File: src/rtl/move_key_sched.sv
// move_key_sched: turns rising edges on the four debounced direction levels
// into latched move requests, arbitrates them round-robin and offers one move
// at a time to the game core over a valid/ready handshake.
// Optional build macro MOVE_LOCKOUT_EN adds a post-move lockout of
// LOCKOUT_CYC cycles (LOCK state plus 16-bit down-counter).
module move_key_sched #(
    parameter int unsigned LOCKOUT_CYC = 1000
) (
    input  logic       CLK,
    input  logic       ACLR,
    input  logic [3:0] KEY_IN,
    input  logic       EN,
    input  logic       MOVE_READY,
    output logic       MOVE_VALID,
    output logic [1:0] MOVE_DIR,
    output logic [3:0] PEND,
    output logic       BUSY
);

    localparam logic [15:0] LOCK_LOAD = 16'(LOCKOUT_CYC - 1);

`ifdef MOVE_LOCKOUT_EN
    typedef enum logic [1:0] {IDLE, OFFER, LOCK} state_t;
    logic [15:0] cnt;
`else
    typedef enum logic [1:0] {IDLE, OFFER} state_t;
    // Lockout length only matters when the lockout is built.
    logic cfg_unused;
    assign cfg_unused = ^LOCK_LOAD;
`endif

    state_t     state;
    logic [1:0] ptr;
    logic [3:0] kq;
    logic [3:0] key_rise;
    logic       sel_found;
    logic [1:0] sel_dir;
    logic       grant;
    logic [3:0] grant_mask;

    assign key_rise = KEY_IN & ~kq;

    // Round-robin pick: first pending bit at ptr, ptr+1, ... (mod 4).
    always_comb begin
        logic [1:0] idx;
        sel_found = 1'b0;
        sel_dir   = 2'd0;
        idx       = 2'd0;
        for (int i = 0; i < 4; i++) begin
            idx = ptr + 2'(i);
            if (!sel_found && PEND[idx]) begin
                sel_found = 1'b1;
                sel_dir   = idx;
            end
        end
    end

    assign grant      = (state == IDLE) && EN && sel_found;
    assign grant_mask = grant ? (4'b0001 << sel_dir) : 4'b0000;

    // Previous key levels for rising-edge detection; zero after reset so a key
    // held through reset release still counts as one press.
    always_ff @(posedge CLK or posedge ACLR) begin
        if (ACLR) kq <= 4'b0000;
        else      kq <= KEY_IN;
    end

    // Pending requests: a new press beats a same-cycle grant clear; EN low
    // throws everything away.
    always_ff @(posedge CLK or posedge ACLR) begin
        if (ACLR)     PEND <= 4'b0000;
        else if (!EN) PEND <= 4'b0000;
        else          PEND <= (PEND & ~grant_mask) | key_rise;
    end

    // Scheduler FSM with registered handshake outputs.
    always_ff @(posedge CLK or posedge ACLR) begin
        if (ACLR) begin
            state      <= IDLE;
            ptr        <= 2'd0;
            MOVE_VALID <= 1'b0;
            MOVE_DIR   <= 2'd0;
            BUSY       <= 1'b0;
`ifdef MOVE_LOCKOUT_EN
            cnt        <= 16'd0;
`endif
        end else begin
            case (state)
                IDLE: begin
                    if (grant) begin
                        MOVE_DIR   <= sel_dir;
                        MOVE_VALID <= 1'b1;
                        BUSY       <= 1'b1;
                        state      <= OFFER;
                    end
                end
                OFFER: begin
                    // Offer is held untouched until accepted, even if EN drops.
                    if (MOVE_READY) begin
                        MOVE_VALID <= 1'b0;
                        ptr        <= MOVE_DIR + 2'd1;
`ifdef MOVE_LOCKOUT_EN
                        cnt        <= LOCK_LOAD;
                        state      <= LOCK;
`else
                        BUSY       <= 1'b0;
                        state      <= IDLE;
`endif
                    end
                end
`ifdef MOVE_LOCKOUT_EN
                LOCK: begin
                    if (cnt == 16'd0) begin
                        BUSY  <= 1'b0;
                        state <= IDLE;
                    end else begin
                        cnt <= cnt - 16'd1;
                    end
                end
`endif
                default: begin
                    MOVE_VALID <= 1'b0;
                    BUSY       <= 1'b0;
                    state      <= IDLE;
                end
            endcase
        end
    end

endmodule

File: config.mk
export PLATFORM = sky130hd
export DESIGN_NAME = move_key_sched
export DESIGN_NICKNAME = d
export VERILOG_FILES = /design/src/rtl/move_key_sched.sv
export SDC_FILE = /design/constraint.sdc
export NUM_CORES = 1
export LEC_CHECK = 0
export CORE_MARGIN = 4
export CORE_UTILIZATION = 30
export CTS_CLUSTER_SIZE = 30
export DETAILED_ROUTE_END_ITERATION = 12
export GPL_ROUTABILITY_DRIVEN = 0
export PLACE_DENSITY = 0.62
export SLEW_MARGIN = 20
export SYNTH_ARGS = -nofsm -noshare
export SYNTH_HDL_FRONTEND = slang
export SYNTH_SLANG_ARGS = --single-unit
File: constraint.sdc
create_clock -name CLK -period 4.35 [get_ports CLK]
set_input_delay 0.87 -clock CLK [delete_from_list [all_inputs] [get_ports CLK]]
set_output_delay 0.87 -clock CLK [all_outputs]
set_load 0.01 [all_outputs]
==> results of run 1 <==
## layout make-up
cell class	count	area (sq um)	share of cell area (%)
clock buffers	4	26.3	3.24
inverters	2	7.51	0.924
multi-input cells	40	269	33.1
flip-flops and latches	13	325	40.1
well taps	27	33.8	4.16
repair buffers	15	150	18.5
## flip-flops by register name (all words and copies together) (netlist names)
| signal | count |
|---|---|
| BUSY | 1 |
| PEND | 4 |
| kq | 4 |
| MOVE_DIR | 2 |
| ptr | 2 |
## power groups by stage
| stage | clock [uW] | combinational (uW) | sequential [uW] |
|---|---|---|---|
| 2_1_floorplan | 0 | 72.3 | 176 |
| 3_3_place_gp | 0 | 124 | 177 |
| 3_5_place_dp | 0 | 126 | 177 |
| 4_1_cts | 75.6 | 126 | 175 |
| 5_1_grt | 83.8 | 138 | 180 |
| 6_report | 73.1 | 125 | 174 |
## worst paths after layout
| kind | start | to | slack, ns |
|---|---|---|---|
| worst min register to register | kq[2] | PEND[2] | 0.54 |
| worst min-delay path | kq[2] | PEND[2] | 0.54 |
| min in group asynchronous | ACLR | PEND[0] | 0.91 |
| worst max-delay path | BUSY | MOVE_VALID | 2.17 |
| max in group asynchronous | ACLR | PEND[1] | 3.11 |
| worst max register to register | PEND[0] | MOVE_DIR[1] | 2.74 |
## placed cells by master, fill, tap and decap left out
cell type / instances
and3_4: 1
or4_4: 1
o21ai_0: 2
nor4b_1: 1
xnor2_1: 1
dfrtp_1: 13
nand2b_1: 4
a31oi_1: 4
a41oi_1: 1
nor4_1: 1
mux2_4: 2
clkbuf_4: 3
nor3_1: 1
a211o_1: 1
o21bai_1: 1
nor2b_1: 5
nor2_1: 1
inv_1: 2
clkdlybuf4s50_1: 15
nor2b_2: 1
nand2_1: 3
nand3_1: 1
and2_1: 1
a21oi_1: 5
o21ai_1: 1
clkbuf_1: 1
or2_2: 1
## routing by layer
metal,vias to the layer above,global-route usage [%],part of all wire (%)
li1,236,-,-
met1,236,13.6,44
met2,12,16.9,48
met3,4,5.07,5.1
met4,0,7.23,2.3
met5,-,0,0
## cells by family (layout without fill, tap and decap cells)
kind of cell           after synthesis  in the layout  synth area share, %
XOR/XNOR                             1              1                 1.44
flip-flops                          13             13                 53.4
buffers and inverters                3             21                 2.46
AND/OR/NAND/NOR                     22             22                 23.0
multiplexers                         2              2                 4.93
AO/OA/AOI/OAI                       15             15                 14.8
## per-stage QoR
| step | cell area, sq um | utilization (%) | power [uW] | cells | hold slack, ns |
|---|---|---|---|---|---|
| after global placement | 786 | 40.5 | 301 | 97 | 0.525 |
| after floorplan | 609 | - | 248 | 56 | 0.502 |
| after CTS | 812 | 41.8 | 377 | 101 | 0.548 |
| after global routing | 812 | 41.8 | 402 | 101 | 0.594 |
| final | 812 | 41.8 | 373 | 101 | 0.536 |
| after detailed placement | 786 | 40.5 | 303 | 97 | 0.536 |
## synthesized netlist by cell type (all sizes together)
| master | count |
|---|---|
| a211o | 1 |
| mux2 | 2 |
| nand3 | 1 |
| a41oi | 1 |
| or2 | 1 |
| and2 | 1 |
| xnor2 | 1 |
| buf | 1 |
| nor2b | 6 |
| or4 | 1 |
| o21ai | 3 |
| nor3 | 1 |
| o21bai | 1 |
| a21oi | 5 |
| a31oi | 4 |
| dfrtp | 13 |
| nand2b | 4 |
| nor4 | 1 |
| inv | 2 |
| nor2 | 1 |
| and3 | 1 |
| nor4b | 1 |
| nand2 | 3 |
==> results.py, run 1 <==
metrics = {
    "min_path": {
        "holdPathStages": 2,
        "hold_path_class": "reg2reg",
    },
    "logic_synthesis": {
        "synth.top_cell.area_share_pct": 53.4,
        "yosysUniqueCellTypes": 25,
        "avgSynthCellArea_sq_um": 10.9,
        "synthesis.nets": 64,
        "synth_top_cell_by_area": "dfrtp_1",
        "synth.cell_area_sq_um": 609,
        "synth-seq-cells": 13,
        "syn_inst": 56,
        "yosysSeqAreaShare_pct": 53.4,
        "yosys_warnings": 0,
        "yosys-top-cells-area": "dfrtp_1 53%, nor2b_1 5.1%, mux2_4 4.9%",
    },
    "setup_path": {
        "cp-start-kind": "flop",
        "cp_max_fo": 7,
        "crit_type": "reg2out",
        "crit_family": "buffers and inverters",
        "max_stage_delay_ns": 0.58,
        "reg2reg_depth": 3,
        "worstPathCellList": "clkdlybuf4s50_1",
        "crit_required_ns": 3.48,
        "cp.depth": 1,
        "worstPathBufferInverterCount": 1,
        "crit_path_end_kind": "output pin",
        "arrival_ns": 1.31,
        "cp_slowest_cell": "clkdlybuf4s50_1",
    },
    "power": {
        "seq_power_share_pct": 46.7,
        "p_leak_uw": 0.000342,
        "p_int_uw": 257,
        "p_sw_uw": 115,
        "vdd_drop_max_mv": 0.210,
        "p_per_area_nw_per_um2": 459,
        "clockPowerShare_pct": 19.6,
        "swShare_pct": 30.9,
        "combPwrFrac_pct": 33.6,
    },
    "timing": {
        "worstMarginPinSlew_ns": 0.492,
        "maxSlewViolCount": 0,
        "setup_ws_ns": 2.17,
        "fin_worst_skew_ns": 0.00280,
        "fin_setup_tns_ns": 0,
        "fin_crit_sh_pct": 50.2,
        "timing.slew.headroom_pct": 67.1,
        "hold_violations": 0,
        "rsz0062_at_grt": "no",
        "finalCriticalPeriod_ns": 2.18,
        "setup_viol": 0,
        "fmax_mhz": 458,
    },
    "placed_design": {
        "portBuffers": 15,
        "place_ws_ns": 2.25,
        "dp_hpwl_um": 973,
    },
    "floorplan": {
        "start_util_pct": 31.4,
        "rows": 16,
        "dieArea_sq_um": 2820,
        "io_pins": 16,
        "die_h_um": 53.1,
        "core_area_sq_um": 1940,
        "die_x_um": 53.1,
    },
    "run": {
        "cap_violations": 0,
    },
    "routing": {
        "drtIter0Drc": 16,
        "vias": 488,
        "wl_per_cell_um": 12.7,
        "wl_mm": 1.28,
        "dr.pass1.iters": 4,
        "ant_nets": 0,
        "viasPerCell": 4.83,
        "drc": 0,
    },
    "clock_network": {
        "cts_tree": "yes",
        "cts_resized": 0,
        "htree_levels": 1,
        "cts_buffers": 3,
        "clkSinkCount": 13,
        "postCtsHoldBufs": 0,
        "clockBufferDepth": 2,
        "insertion_delay_ns": 0.27,
        "post-cts-setup-buffer-count": 0,
        "cts.reportedPaths.clkPinSlew_ns": 0.07,
        "cts-root-buf": "clkbuf_4",
    },
    "cells_and_area": {
        "drive_gt1_share_pct": 12.2,
        "nets": 83,
        "nFillCells": 198,
        "syn_to_final_growth_pct": 33.3,
        "n_antenna_cell": 0,
    },
    "grt": {
        "grt_overflow": 0,
        "grt_pass1_vias": 469,
        "antenna_found_initial": 0,
        "grt_max_degree": 14,
        "track_usage_pct": 11.5,
        "grt_pass1_wl_mm": 2.24,
    },
    "status": {
        "status": "completed",
    },
}
(Power assumes the default switching activity.)
==> run 2, diff against run 1 <==
==> constraint.sdc (replaced) <==
create_clock -name CLK -period 2.1 [get_ports CLK]
set_input_delay 0.42 -clock CLK [delete_from_list [all_inputs] [get_ports CLK]]
set_output_delay 0.42 -clock CLK [all_outputs]
set_load 0.01 [all_outputs]
==> run 2 against run 1 <==
  * Final area is the same
  * Largest cell class unchanged
  * Global-route usage about the same
  * Sequential share of layout area did not move
  * First-iteration DRC count decreased by 81%
  * Cell count stayed put
  * Critical path depth unchanged
  * Non-clock buffer count unchanged
  * Worst hold slack lost 0.079 ns
  * Clock skew is 0.0022 ns lower
  * Sequential power up 110%
  * Combinational power grew 100%
==> results.py, run 2 (synthesized netlist as in run 1, its figures left out) <==
metrics = {
    "power": {
        "p_leak_uw": 0.000342,
        "p_per_area_nw_per_um2": 946,
        "vdd_drop_max_mv": 0.420,
    },
    "cells_and_area": {
        "nFillCells": 205,
        "n_antenna_cell": 0,
        "design_area_sq_um": 812,
        "syn_to_final_growth_pct": 33.3,
        "drive_gt1_share_pct": 12.2,
        "most-common-layout-cells": "15 x clkdlybuf4s50_1, 13 x dfrtp_1, 5 x a21oi_1, 5 x nor2b_1",
        "layout_commonest_cell": "clkdlybuf4s50_1",
        "final_cells": 101,
        "reg_top3": "PEND (4), kq (4)",
        "fin_util_pct": 41.8,
        "nets": 83,
    },
    "placed_design": {
        "dpl-instance-area_sq_um": 786,
        "place_ws_ns": 0.448,
        "dp_cells": 97,
        "portBuffers": 15,
    },
    "timing": {
        "hold_violations": 0,
        "setup_viol": 0,
        "setup_ws_ns": 0.364,
        "fmax_mhz": 576,
        "fin_setup_tns_ns": 0,
        "fin_worst_skew_ns": 0.000646,
        "finalCriticalPeriod_ns": 1.74,
        "maxSlewViolCount": 0,
        "fin_crit_sh_pct": 82.7,
        "timing.slew.headroom_pct": 67.7,
        "rsz0062_at_grt": "no",
        "worstMarginPinSlew_ns": 0.485,
    },
    "grt": {
        "grt_pass1_vias": 474,
        "track_usage_pct": 11.5,
        "grt_max_degree": 14,
        "grt_pass1_wl_mm": 2.23,
        "antenna_found_initial": 0,
        "grt_overflow": 0,
    },
    "routing": {
        "wl_per_cell_um": 12.3,
        "drc": 0,
        "drtIter0Drc": 3,
        "ant_nets": 0,
        "vias": 479,
        "dr.pass1.iters": 4,
        "wl_mm": 1.24,
        "viasPerCell": 4.74,
    },
    "clock_network": {
        "cts_tree": "yes",
        "cts.reportedPaths.clkPinSlew_ns": 0.07,
        "cts_resized": 0,
        "cts_buffers": 3,
        "post-cts-setup-buffer-count": 0,
        "postCtsHoldBufs": 0,
        "insertion_delay_ns": 0.27,
        "clkSinkCount": 13,
        "clockBufferDepth": 2,
        "cts-root-buf": "clkbuf_4",
        "htree_levels": 1,
    },
    "setup_path": {
        "cp-start-kind": "flop",
        "reg2reg_slack_ns": 0.49,
        "worstPathCellList": "clkdlybuf4s50_1",
        "crit_family": "buffers and inverters",
        "crit_required_ns": 1.68,
        "max_stage_delay_ns": 0.58,
        "cp_slowest_cell": "clkdlybuf4s50_1",
        "crit_path_end_kind": "output pin",
        "worstPathBufferInverterCount": 1,
        "arrival_ns": 1.32,
        "cp_max_fo": 6,
        "crit_type": "reg2out",
    },
    "floorplan": {
        "dieArea_sq_um": 2820,
        "die_h_um": 53.1,
        "die_x_um": 53.1,
        "core_area_sq_um": 1940,
        "rows": 16,
        "start_util_pct": 31.4,
        "io_pins": 16,
    },
    "status": {
        "status": "completed",
    },
    "run": {
        "cap_violations": 0,
    },
    "min_path": {
        "hold_path_class": "in2async",
    },
}
-- run 2: where the power goes --
part | internal, uW | leakage, uW | switching [uW]
sequential | 301 | 0.000159 | 60.0
combinational | 159 | 0.000169 | 97.5
clock | 73.7 | 0.0000150 | 77.7
-- run 2: area by class of cell --
class | count | area, sq um | area share (%)
sequential | 13 | 325 | 40.1
multi-input combinational | 40 | 269 | 33.1
timing repair buffer | 15 | 150 | 18.5
tap | 27 | 33.8 | 4.16
clock buffer | 4 | 26.3 | 3.24
inverter | 2 | 7.51 | 0.924
-- run 2: worst register-to-register path, cell delays in order, from the launching register on --
cell and delay [ns]:
dfrtp_1 0.45, or4_4 0.54, and3_4 0.22, mux2_4 0.29
-- run 2: worst paths after layout --
| path | start | to | depth (start not counted) |
|---|---|---|---|
| max | PEND[1] | PEND[1] | 1 |
| min | ACLR | PEND[2] | 2 |
| max reg2reg | PEND[1] | MOVE_DIR[1] | 3 |
| min reg2reg | kq[2] | PEND[2] | 2 |
| max in group asynchronous | ACLR | ptr[0] | 2 |
| min in group CLK | kq[2] | PEND[2] | 2 |
-- run 2: through the flow --
| stage | power [uW] | hold slack (ns) |
|---|---|---|
| after floorplan | 514 | 0.297 |
| after global placement | 622 | 0.523 |
| after detailed placement | 625 | 0.521 |
| after CTS | 782 | 0.464 |
| after global routing | 831 | 0.504 |
| final | 768 | 0.457 |
-- run 2: metal layers --
layer | wire length (um) | track usage (%) | up-vias
li1 | - | - | 237
met1 | 538 | 13.2 | 226
met2 | 602 | 17.6 | 11
met3 | 63 | 4.51 | 5
met4 | 33 | 7.66 | 0
met5 | 0 | 0 | -
==> run 3, diff against run 2 <==
--- a/config.mk
+++ b/config.mk
@@ -10,7 +10,7 @@
 export CTS_CLUSTER_SIZE = 30
 export DETAILED_ROUTE_END_ITERATION = 12
 export GPL_ROUTABILITY_DRIVEN = 0
-export PLACE_DENSITY = 0.62
+export PLACE_DENSITY = 0.64
 export SLEW_MARGIN = 20
 export SYNTH_ARGS = -nofsm -noshare
 export SYNTH_HDL_FRONTEND = slang
==> constraint.sdc (replaced) <==
create_clock -name CLK -period 1.5 [get_ports CLK]
set_input_delay 0.3 -clock CLK [delete_from_list [all_inputs] [get_ports CLK]]
set_output_delay 0.3 -clock CLK [all_outputs]
set_load 0.01 [all_outputs]
==> run 3 against run 2 <==
  * The flow now finishes with violations (negative setup slack)
  * Clock skew up 0.0028 ns
  * Via count grew 8.1%
  * First-iteration DRC count shrank 33%
  * Register-to-register slack got worse by 0.54 ns
  * Power rose by 52%
  * Critical path depth rose by 3
  * Highest routed layer unchanged
==> results.py, run 3 (synthesized netlist as in run 1, its figures left out) <==
metrics = {
    "status": {
        "status": "finished with violations",
        "failed_checks": "negative setup slack",
    },
    "setup_path": {
        "crit_path_end_kind": "flop",
        "cp_max_fo": 4,
        "cp-start-kind": "flop",
        "r2r-start": "PEND[3]",
        "reg2reg_depth": 4,
        "timing.rr.end": "MOVE_DIR[1]",
        "crit_type": "reg2reg",
        "crit_required_ns": 1.66,
        "reg2reg_slack_ns": -0.05,
        "arrival_ns": 1.71,
    },
    "timing": {
        "fin_setup_tns_ns": -0.0984,
        "finalCriticalPeriod_ns": 1.55,
        "rsz0062_at_grt": "yes",
        "setup_viol": 2,
        "fmax_mhz": 645,
        "maxSlewViolCount": 0,
        "timing.slew.headroom_pct": 67.6,
        "worstMarginPinSlew_ns": 0.486,
        "hold_violations": 0,
        "setup_ws_ns": -0.0503,
        "fin_worst_skew_ns": 0.00347,
        "fin_crit_sh_pct": 103,
    },
    "cells_and_area": {
        "final_cells": 111,
        "syn_to_final_growth_pct": 54.0,
        "nets": 93,
        "most-common-layout-cells": "11 x dfrtp_1, 9 x buf_4, 7 x clkdlybuf4s50_1",
        "layout_commonest_cell": "dfrtp_1",
        "n_antenna_cell": 0,
        "reg_top3": "PEND (4), kq (4)",
        "drive_gt1_share_pct": 35.7,
    },
    "grt": {
        "grt_pass1_wl_mm": 2.58,
        "grt_max_degree": 14,
        "antenna_found_initial": 0,
        "track_usage_pct": 13.1,
        "grt_overflow": 0,
        "grt_pass1_vias": 543,
    },
    "placed_design": {
        "portBuffers": 15,
        "place_ws_ns": -0.0196,
        "dp_hpwl_mm": 1.09,
        "dp_cells": 104,
    },
    "routing": {
        "dr.pass1.iters": 4,
        "drtIter0Drc": 2,
        "drc": 0,
        "vias": 518,
        "wl_per_cell_um": 13.6,
        "ant_nets": 0,
        "wl_mm": 1.51,
        "viasPerCell": 4.67,
    },
    "run": {
        "cap_violations": 0,
    },
    "floorplan": {
        "die_x_um": 53.1,
        "start_util_pct": 31.4,
        "io_pins": 16,
        "die_h_um": 53.1,
        "core_area_sq_um": 1940,
        "rows": 16,
        "dieArea_sq_um": 2820,
    },
    "clock_network": {
        "postCtsHoldBufs": 0,
        "cts_tree": "yes",
        "htree_levels": 1,
        "clockBufferDepth": 2,
        "insertion_delay_ns": 0.28,
        "cts_buffers": 3,
        "clkSinkCount": 13,
        "cts-root-buf": "clkbuf_4",
        "cts.reportedPaths.clkPinSlew_ns": 0.08,
    },
    "power": {
        "p_per_area_nw_per_um2": 1240,
        "p_leak_uw": 0.000428,
        "swShare_pct": 32.7,
        "seq_power_share_pct": 42.1,
        "p_total_uw": 1170,
        "combPwrFrac_pct": 39.1,
        "clockPowerShare_pct": 18.8,
        "p_sw_uw": 382,
        "vdd_drop_max_mv": 0.617,
        "p_int_uw": 785,
    },
    "min_path": {
        "hold_path_class": "in2async",
    },
}
[run 3: cell types whose count changed in the layout (fill, tap and decap cells not counted), moves of 2 or more]
cell,previous run,this run
buf_4,0,9
clkdlybuf4s50_1,15,7
dfrtp_1,13,11
dfrtp_2,0,2
dlygate4sd2_1,0,6
[run 3: critical path: stages (launching register included)]
cell,delay (ns)
dfrtp_2,0.41
buf_6,0.13
or4_4,0.41
and3_4,0.20
mux2_4,0.29
[run 3: stage by stage]
stage / cell area [sq um] / hold WS [ns] / util, %
6_report: 938 / 0.332 / 48.3
5_1_grt: 938 / 0.370 / 48.3
4_1_cts: 885 / 0.348 / 45.6
3_5_place_dp: 838 / 0.543 / 43.2
3_3_place_gp: 838 / 0.536 / 43.2
2_1_floorplan: 609 / 0.177 / -
[run 3: cell type report]
class	count	area (sq um)
Multi-Input combinational cell	40	324
Inverter	2	7.51
Tap cell	27	33.8
Fill cell	192	1000
Clock buffer	4	26.3
Sequential cell	13	328
Timing Repair Buffer	25	219
[run 3: power groups by stage]
stage | Sequential (uW) | Clock (uW) | Combinational, uW
after floorplan | 511 | 0 | 210
after global routing | 505 | 248 | 505
after detailed placement | 508 | 0 | 399
final | 491 | 219 | 456
after global placement | 506 | 0 | 392
after CTS | 493 | 234 | 417
[run 3: worst max path at each step]
stage,start,end,slack [ns],cells after the start
6_report,PEND[3],MOVE_DIR[1],-0.05,4
5_1_grt,PEND[3],MOVE_DIR[1],-0.09,4
4_1_cts,PEND[3],MOVE_DIR[1],-0.07,4
3_5_place_dp,PEND[2],MOVE_DIR[1],-0.02,3
3_3_place_gp,PEND[2],MOVE_DIR[1],0.01,3
2_1_floorplan,PEND[1],MOVE_DIR[0],-0.06,3
[run 3: metal layers]
layer	wire, um	up-vias	track usage (%)
met4	36	0	6.38
met5	0	-	0
met3	65	4	2.82
met2	760	11	20.5
li1	-	257	-
met1	649	246	17.0
[run 3: timing repair]
action,CTS,global route
buffers inserted,2,1
hold endpoints to repair,0,0
pin swaps,1,2
resized for setup,11,12
gates cloned,0,0
setup endpoints to repair,12,7
